File: config.mk
export PLATFORM = sky130hd
export DESIGN_NAME = fetch_unit
export DESIGN_NICKNAME = d
export VERILOG_FILES = /design/src/rtl/fetch_pkg.sv /design/src/rtl/ifid_reg.sv /design/src/rtl/fetch_unit.sv
export SDC_FILE = /design/constraint.sdc
export NUM_CORES = 1
export LEC_CHECK = 0
export ABC_AREA = 1
export CORE_ASPECT_RATIO = 1.25
export CORE_MARGIN = 1
export CORE_UTILIZATION = 50
export CTS_CLUSTER_DIAMETER = 120
export DETAILED_ROUTE_END_ITERATION = 10
export PLACE_DENSITY = 0.83
export RECOVER_POWER = 100
export SYNTH_ARGS = -nofsm -noshare
export SYNTH_HDL_FRONTEND = slang
export SYNTH_SLANG_ARGS = --single-unit
File: constraint.sdc
create_clock -name clk -period 2.4 [get_ports clk]
set_input_delay 0.48 -clock clk [delete_from_list [all_inputs] [get_ports clk]]
set_output_delay 0.48 -clock clk [all_outputs]
set_load 0.02 [all_outputs]
File: src/rtl/fetch_pkg.sv
// rtl/fetch_pkg.sv - shared types and constants for the instruction fetch stage
package fetch_pkg;

   typedef enum logic [2:0] {
      S_RESET,
      S_FETCH,
      S_WAIT,
      S_HOLD,
      S_DROP
   } fetch_state_t;

   localparam logic [31:0] NOP_INSTR        = 32'h0000_0013;
   localparam logic [63:0] DEFAULT_RESET_PC = 64'h0;

endpackage

File: src/rtl/ifid_reg.sv
// rtl/ifid_reg.sv - IF/ID pipeline register with load, hold, flush and bubble controls
module ifid_reg
   import fetch_pkg::*;
#(
   parameter int XLEN = 64
) (
   input  logic            clk,
   input  logic            rst_n,
   input  logic            flush,
   input  logic            load,
   input  logic            write,
   input  logic [XLEN-1:0] load_pc,
   input  logic [31:0]     load_instr,
   output logic [XLEN-1:0] ifid_pc,
   output logic [31:0]     ifid_instr,
   output logic            ifid_valid
);

   // Flush and bubble only kill the valid bit; pc/instr keep their last contents.
   always_ff @(posedge clk or negedge rst_n) begin
      if (!rst_n) begin
         ifid_pc    <= '0;
         ifid_instr <= NOP_INSTR;
         ifid_valid <= 1'b0;
      end else if (flush) begin
         ifid_valid <= 1'b0;
      end else if (load) begin
         ifid_pc    <= load_pc;
         ifid_instr <= load_instr;
         ifid_valid <= 1'b1;
      end else if (write) begin
         ifid_valid <= 1'b0;
      end
   end

endmodule

File: src/rtl/fetch_unit.sv
// rtl/fetch_unit.sv - RV64 instruction fetch stage: PC, single-outstanding imem FSM, hold buffer
module fetch_unit
   import fetch_pkg::*;
#(
   parameter int              XLEN     = 64,
   parameter logic [XLEN-1:0] RESET_PC = XLEN'(DEFAULT_RESET_PC)
) (
   input  logic            clk,
   input  logic            rst_n,
   input  logic            pcwrite,
   input  logic            ifid_write,
   input  logic            redirect_valid,
   input  logic [XLEN-1:0] redirect_pc,
   output logic            imem_req,
   output logic [XLEN-1:0] imem_addr,
   input  logic            imem_ready,
   input  logic            imem_rvalid,
   input  logic [31:0]     imem_rdata,
   output logic [XLEN-1:0] ifid_pc,
   output logic [31:0]     ifid_instr,
   output logic            ifid_valid
);

   fetch_state_t    state, next_state;
   logic [XLEN-1:0] pc, pc_next, pc_plus4, redirect_target;

   logic            hold_valid;
   logic [XLEN-1:0] hold_pc;
   logic [31:0]     hold_instr;
   logic            hold_capture, hold_release;

   logic            advance;
   logic            ifid_load, ifid_flush;
   logic [XLEN-1:0] load_pc;
   logic [31:0]     load_instr;

   assign advance         = pcwrite & ifid_write & ~redirect_valid;
   assign pc_plus4        = pc + XLEN'(4);
   assign redirect_target = redirect_pc & ~XLEN'(3);

   always_comb begin
      next_state   = state;
      pc_next      = pc;
      imem_req     = 1'b0;
      imem_addr    = pc;
      ifid_load    = 1'b0;
      ifid_flush   = 1'b0;
      load_pc      = pc;
      load_instr   = imem_rdata;
      hold_capture = 1'b0;
      hold_release = 1'b0;

      if (redirect_valid) begin
         // No request goes out this cycle, so only a response still owed can be outstanding.
         ifid_flush = 1'b1;
         pc_next    = redirect_target;
         if ((state == S_WAIT || state == S_DROP) && !imem_rvalid)
            next_state = S_DROP;
         else
            next_state = S_FETCH;
      end else begin
         unique case (state)
            S_RESET: begin
               next_state = S_FETCH;
            end
            S_FETCH: begin
               imem_req  = 1'b1;
               imem_addr = pc;
               if (imem_ready)
                  next_state = S_WAIT;
            end
            S_WAIT: begin
               if (imem_rvalid) begin
                  if (advance) begin
                     ifid_load  = 1'b1;
                     pc_next    = pc_plus4;
                     imem_req   = 1'b1;
                     imem_addr  = pc_plus4;
                     next_state = imem_ready ? S_WAIT : S_FETCH;
                  end else begin
                     hold_capture = 1'b1;
                     next_state   = S_HOLD;
                  end
               end
            end
            S_HOLD: begin
               if (advance) begin
                  ifid_load    = hold_valid;
                  load_pc      = hold_pc;
                  load_instr   = hold_instr;
                  hold_release = 1'b1;
                  pc_next      = pc_plus4;
                  next_state   = S_FETCH;
               end
            end
            S_DROP: begin
               if (imem_rvalid)
                  next_state = S_FETCH;
            end
            default: begin
               next_state = S_RESET;
            end
         endcase
      end
   end

   always_ff @(posedge clk or negedge rst_n) begin
      if (!rst_n) begin
         state <= S_RESET;
         pc    <= RESET_PC;
      end else begin
         state <= next_state;
         pc    <= pc_next;
      end
   end

   always_ff @(posedge clk or negedge rst_n) begin
      if (!rst_n) begin
         hold_valid <= 1'b0;
         hold_pc    <= '0;
         hold_instr <= NOP_INSTR;
      end else if (redirect_valid) begin
         hold_valid <= 1'b0;
      end else if (hold_capture) begin
         hold_valid <= 1'b1;
         hold_pc    <= pc;
         hold_instr <= imem_rdata;
      end else if (hold_release) begin
         hold_valid <= 1'b0;
      end
   end

   ifid_reg #(
      .XLEN (XLEN)
   ) u_ifid_reg (
      .clk        (clk),
      .rst_n      (rst_n),
      .flush      (ifid_flush),
      .load       (ifid_load),
      .write      (ifid_write),
      .load_pc    (load_pc),
      .load_instr (load_instr),
      .ifid_pc    (ifid_pc),
      .ifid_instr (ifid_instr),
      .ifid_valid (ifid_valid)
   );

endmodule

==> run summary <==
Tmin final: 3.150 ns
final setup fails: 140
via count: 18080
Detail Route Antenna Nets: 0
Tcrit/Tclk final: 131.3%
FF-to-FF setup slack: -0.61 ns
Total Wirelength: 63.85 mm
most frequent cells in the layout: nand2_1, buf_4, dfrtp_1
Die H: 195.9 µm
area leader, netlist: dfrtp_1
initial antenna violation count: 0
RePlAce Congestion: 0.9955
Pwr Density: 1182 nW/µm²
drt pass-1 iters: 8
Clock Latency Late Sink: 0.56 ns
final slew viol count: 57
Setup Total Neg Slack: -45.02 ns
drt initial violations: 1750
clk buf depth: 3
Core Area: 29430 µm²
Overall Global Routing Usage: 39.52%
Final nets: 2836
hold-critical path depth: 2
port buffer count: 258
DR DRC count: 0
Hold Crit Class: input pin to register
largest net degree at the start of global routing: 57
Max-Cap Viols: 1
n_diodes: 0
Fmax achieved: 317.4 MHz
slew margin rel.: -8.594%
CP Data Required Time: 1.92 ns
CP Data Arrival Time: 2.67 ns
Fill cells: 2008
CTS H-tree depth: 1
Die X: 157.2 µm
first-pass GRT wire length: 93.58 mm
Worst-path clk slew: 0.06 ns
die area: 30790 µm²
r2r worst-path depth: 23
Starting Density: 51.12%
Post-Syn Area: 15040 µm²
register area share after synthesis: 42.47%
most common cell after layout, fill and taps aside: nand2_1
RSZ-0062 raised after global routing: true
Leakage: 11.22 nW
WL per Instance: 20.28 µm
Max VDD drop: 902.9 µV
post-synth cell types: 41
number of synthesized register bits: 255
Syn. warnings: 0
Area contributors post-synth: dfrtp_1, nand2_1, nor2_1, o21ai_0, nand3_1
Synth Area per Inst: 6.923 µm²
Worst-Margin Slew: 1.629 ns
outcome: finished, violations left
Final Util: 79.09%
CP max FO: 4
row cnt: 70
remaining global-route overflow: 0
setup ws final: -0.7504 ns
cts bufs inserted: 26
dpl hpwl: 44.06 mm
Syn Inst Count: 2173
Final Hold Vio Count: 0
crit start category: register
post-synth top area share: 41.42%
IO Count: 265
TritonCTS sink count: 255
via-per-instance ratio: 5.743
Syn-to-layout area delta: 54.70%
share of layout cells above drive strength 1: 31.14%
worst setup path category: register to output pin
Critical Path End Type: output pin
CTS Root Cell: clkbuf_16
clock skew: 0.02668 ns
failing checks: capacitance limit, slew limit, setup timing
vias in the first global route: 17350
CTS tree: done
report_power, final:
| group | switching [mW] | internal [mW] |
|---|---|---|
| clock network | 1.85 | 2.57 |
| registers | 1.51 | 6.33 |
| logic | 8.75 | 6.51 |
cell type report:
type                    count  area [µm²]  share of cell area [%]
multi-input cells        1631        8851                   38.03
flip-flops and latches    255        6405                   27.52
repair buffers            668        6017                   25.85
clock buffers              36       769.5                   3.306
inverters                 150       583.1                   2.505
well taps                 396       495.5                   2.129
clock inverters            12       152.6                  0.6559
routing by layer:
| metal | GRT usage, % | wire length, µm |
|---|---|---|
| met3 | 4.617 | 5401 |
| met1 | 50.26 | 24050 |
| met5 | 0 | 0 |
| met4 | 21.04 | 4027 |
| met2 | 65.71 | 30370 |
worst paths after layout:
check                            start                    end
min reg2reg                hold_pc[59]            hold_pc[59]
max in group asynchronous        rst_n                 pc[54]
max                              pc[4]          imem_addr[15]
max reg2reg                      pc[2]                 pc[32]
min                         ifid_write  u_ifid_reg.ifid_valid
min in group asynchronous        rst_n               state[2]
through the flow:
stage / hold WS, ns / setup WS [ns] / instances / instance area, µm² / power, mW
2_1_floorplan: 0.1844 / -0.03611 / 2176 / 15090 / 14.38
3_3_place_gp: 0.4399 / -1.188 / 3034 / 20490 / 21.14
3_5_place_dp: 0.4475 / -1.256 / 3034 / 20490 / 21.55
4_1_cts: 0.2650 / -0.7006 / 3130 / 22210 / 26.44
5_1_grt: 0.2909 / -0.8085 / 3148 / 23270 / 28.88
6_report: 0.2822 / -0.7504 / 3148 / 23270 / 27.52
registers in the layout (all words and copies together) (netlist names):
name                   count
state                      3
u_ifid_reg.ifid_instr     32
u_ifid_reg.ifid_valid      1
u_ifid_reg.ifid_pc        62
hold_instr                32
hold_valid                 1
hold_pc                   62
pc                        62
kinds of logic (layout without fill, tap and decap cells):
kind of cell               count (synthesis)  count (layout)  share of synthesized area [%]
AOI/OAI and AO/OA                        352             352                          13.01
xor gates and xnor gates                  27              27                          1.572
adders and majority gates                  1               1                        0.08315
buffers and inverters                    290             866                          7.801
DFF                                      255             255                          42.47
muxes                                     36              36                          2.695
other                                      1               4                        0.02493
and+or+nand+nor                         1211            1211                          32.35
synth_stat cells, drive strengths merged:
| master | count |
|---|---|
| nor3 | 10 |
| buf | 58 |
| nor2 | 279 |
| nor3b | 1 |
| a21oi | 28 |
| o21bai | 5 |
| a22oi | 1 |
| a21o | 2 |
| mux2 | 36 |
| or2 | 4 |
| xnor2 | 1 |
| nand3 | 139 |
| conb | 1 |
| nand2 | 760 |
| xor2 | 26 |
| a31oi | 105 |
| dfrtp | 249 |
| dfstp | 6 |
| nand4 | 17 |
| inv | 148 |
| o311ai | 1 |
| o221ai | 1 |
| ha | 1 |
| clkinv | 2 |
| o21ai | 199 |
| o211ai | 10 |
| and2 | 1 |
| clkbuf | 82 |
critical path, stage by stage, from the launching register on:
cell and delay [ns]:
dfrtp_1 0.53, nand2_4 0.10, nor2_4 0.24, nand3_4 0.15, nor2_4 0.22, nor2_1 0.08, or2_1 0.29, nand2_2 0.10
o21ai_2 0.06, o21ai_2 0.18, buf_6 0.15
repair_timing:
item	CTS	global route
pin swaps	59	97
gates cloned	0	0
hold buffers	1	0
resized for setup	549	286
setup buffers	48	34
endpoints found under the hold margin	51	0
endpoints found under the setup margin	63	65
(Power assumes the default switching activity.)
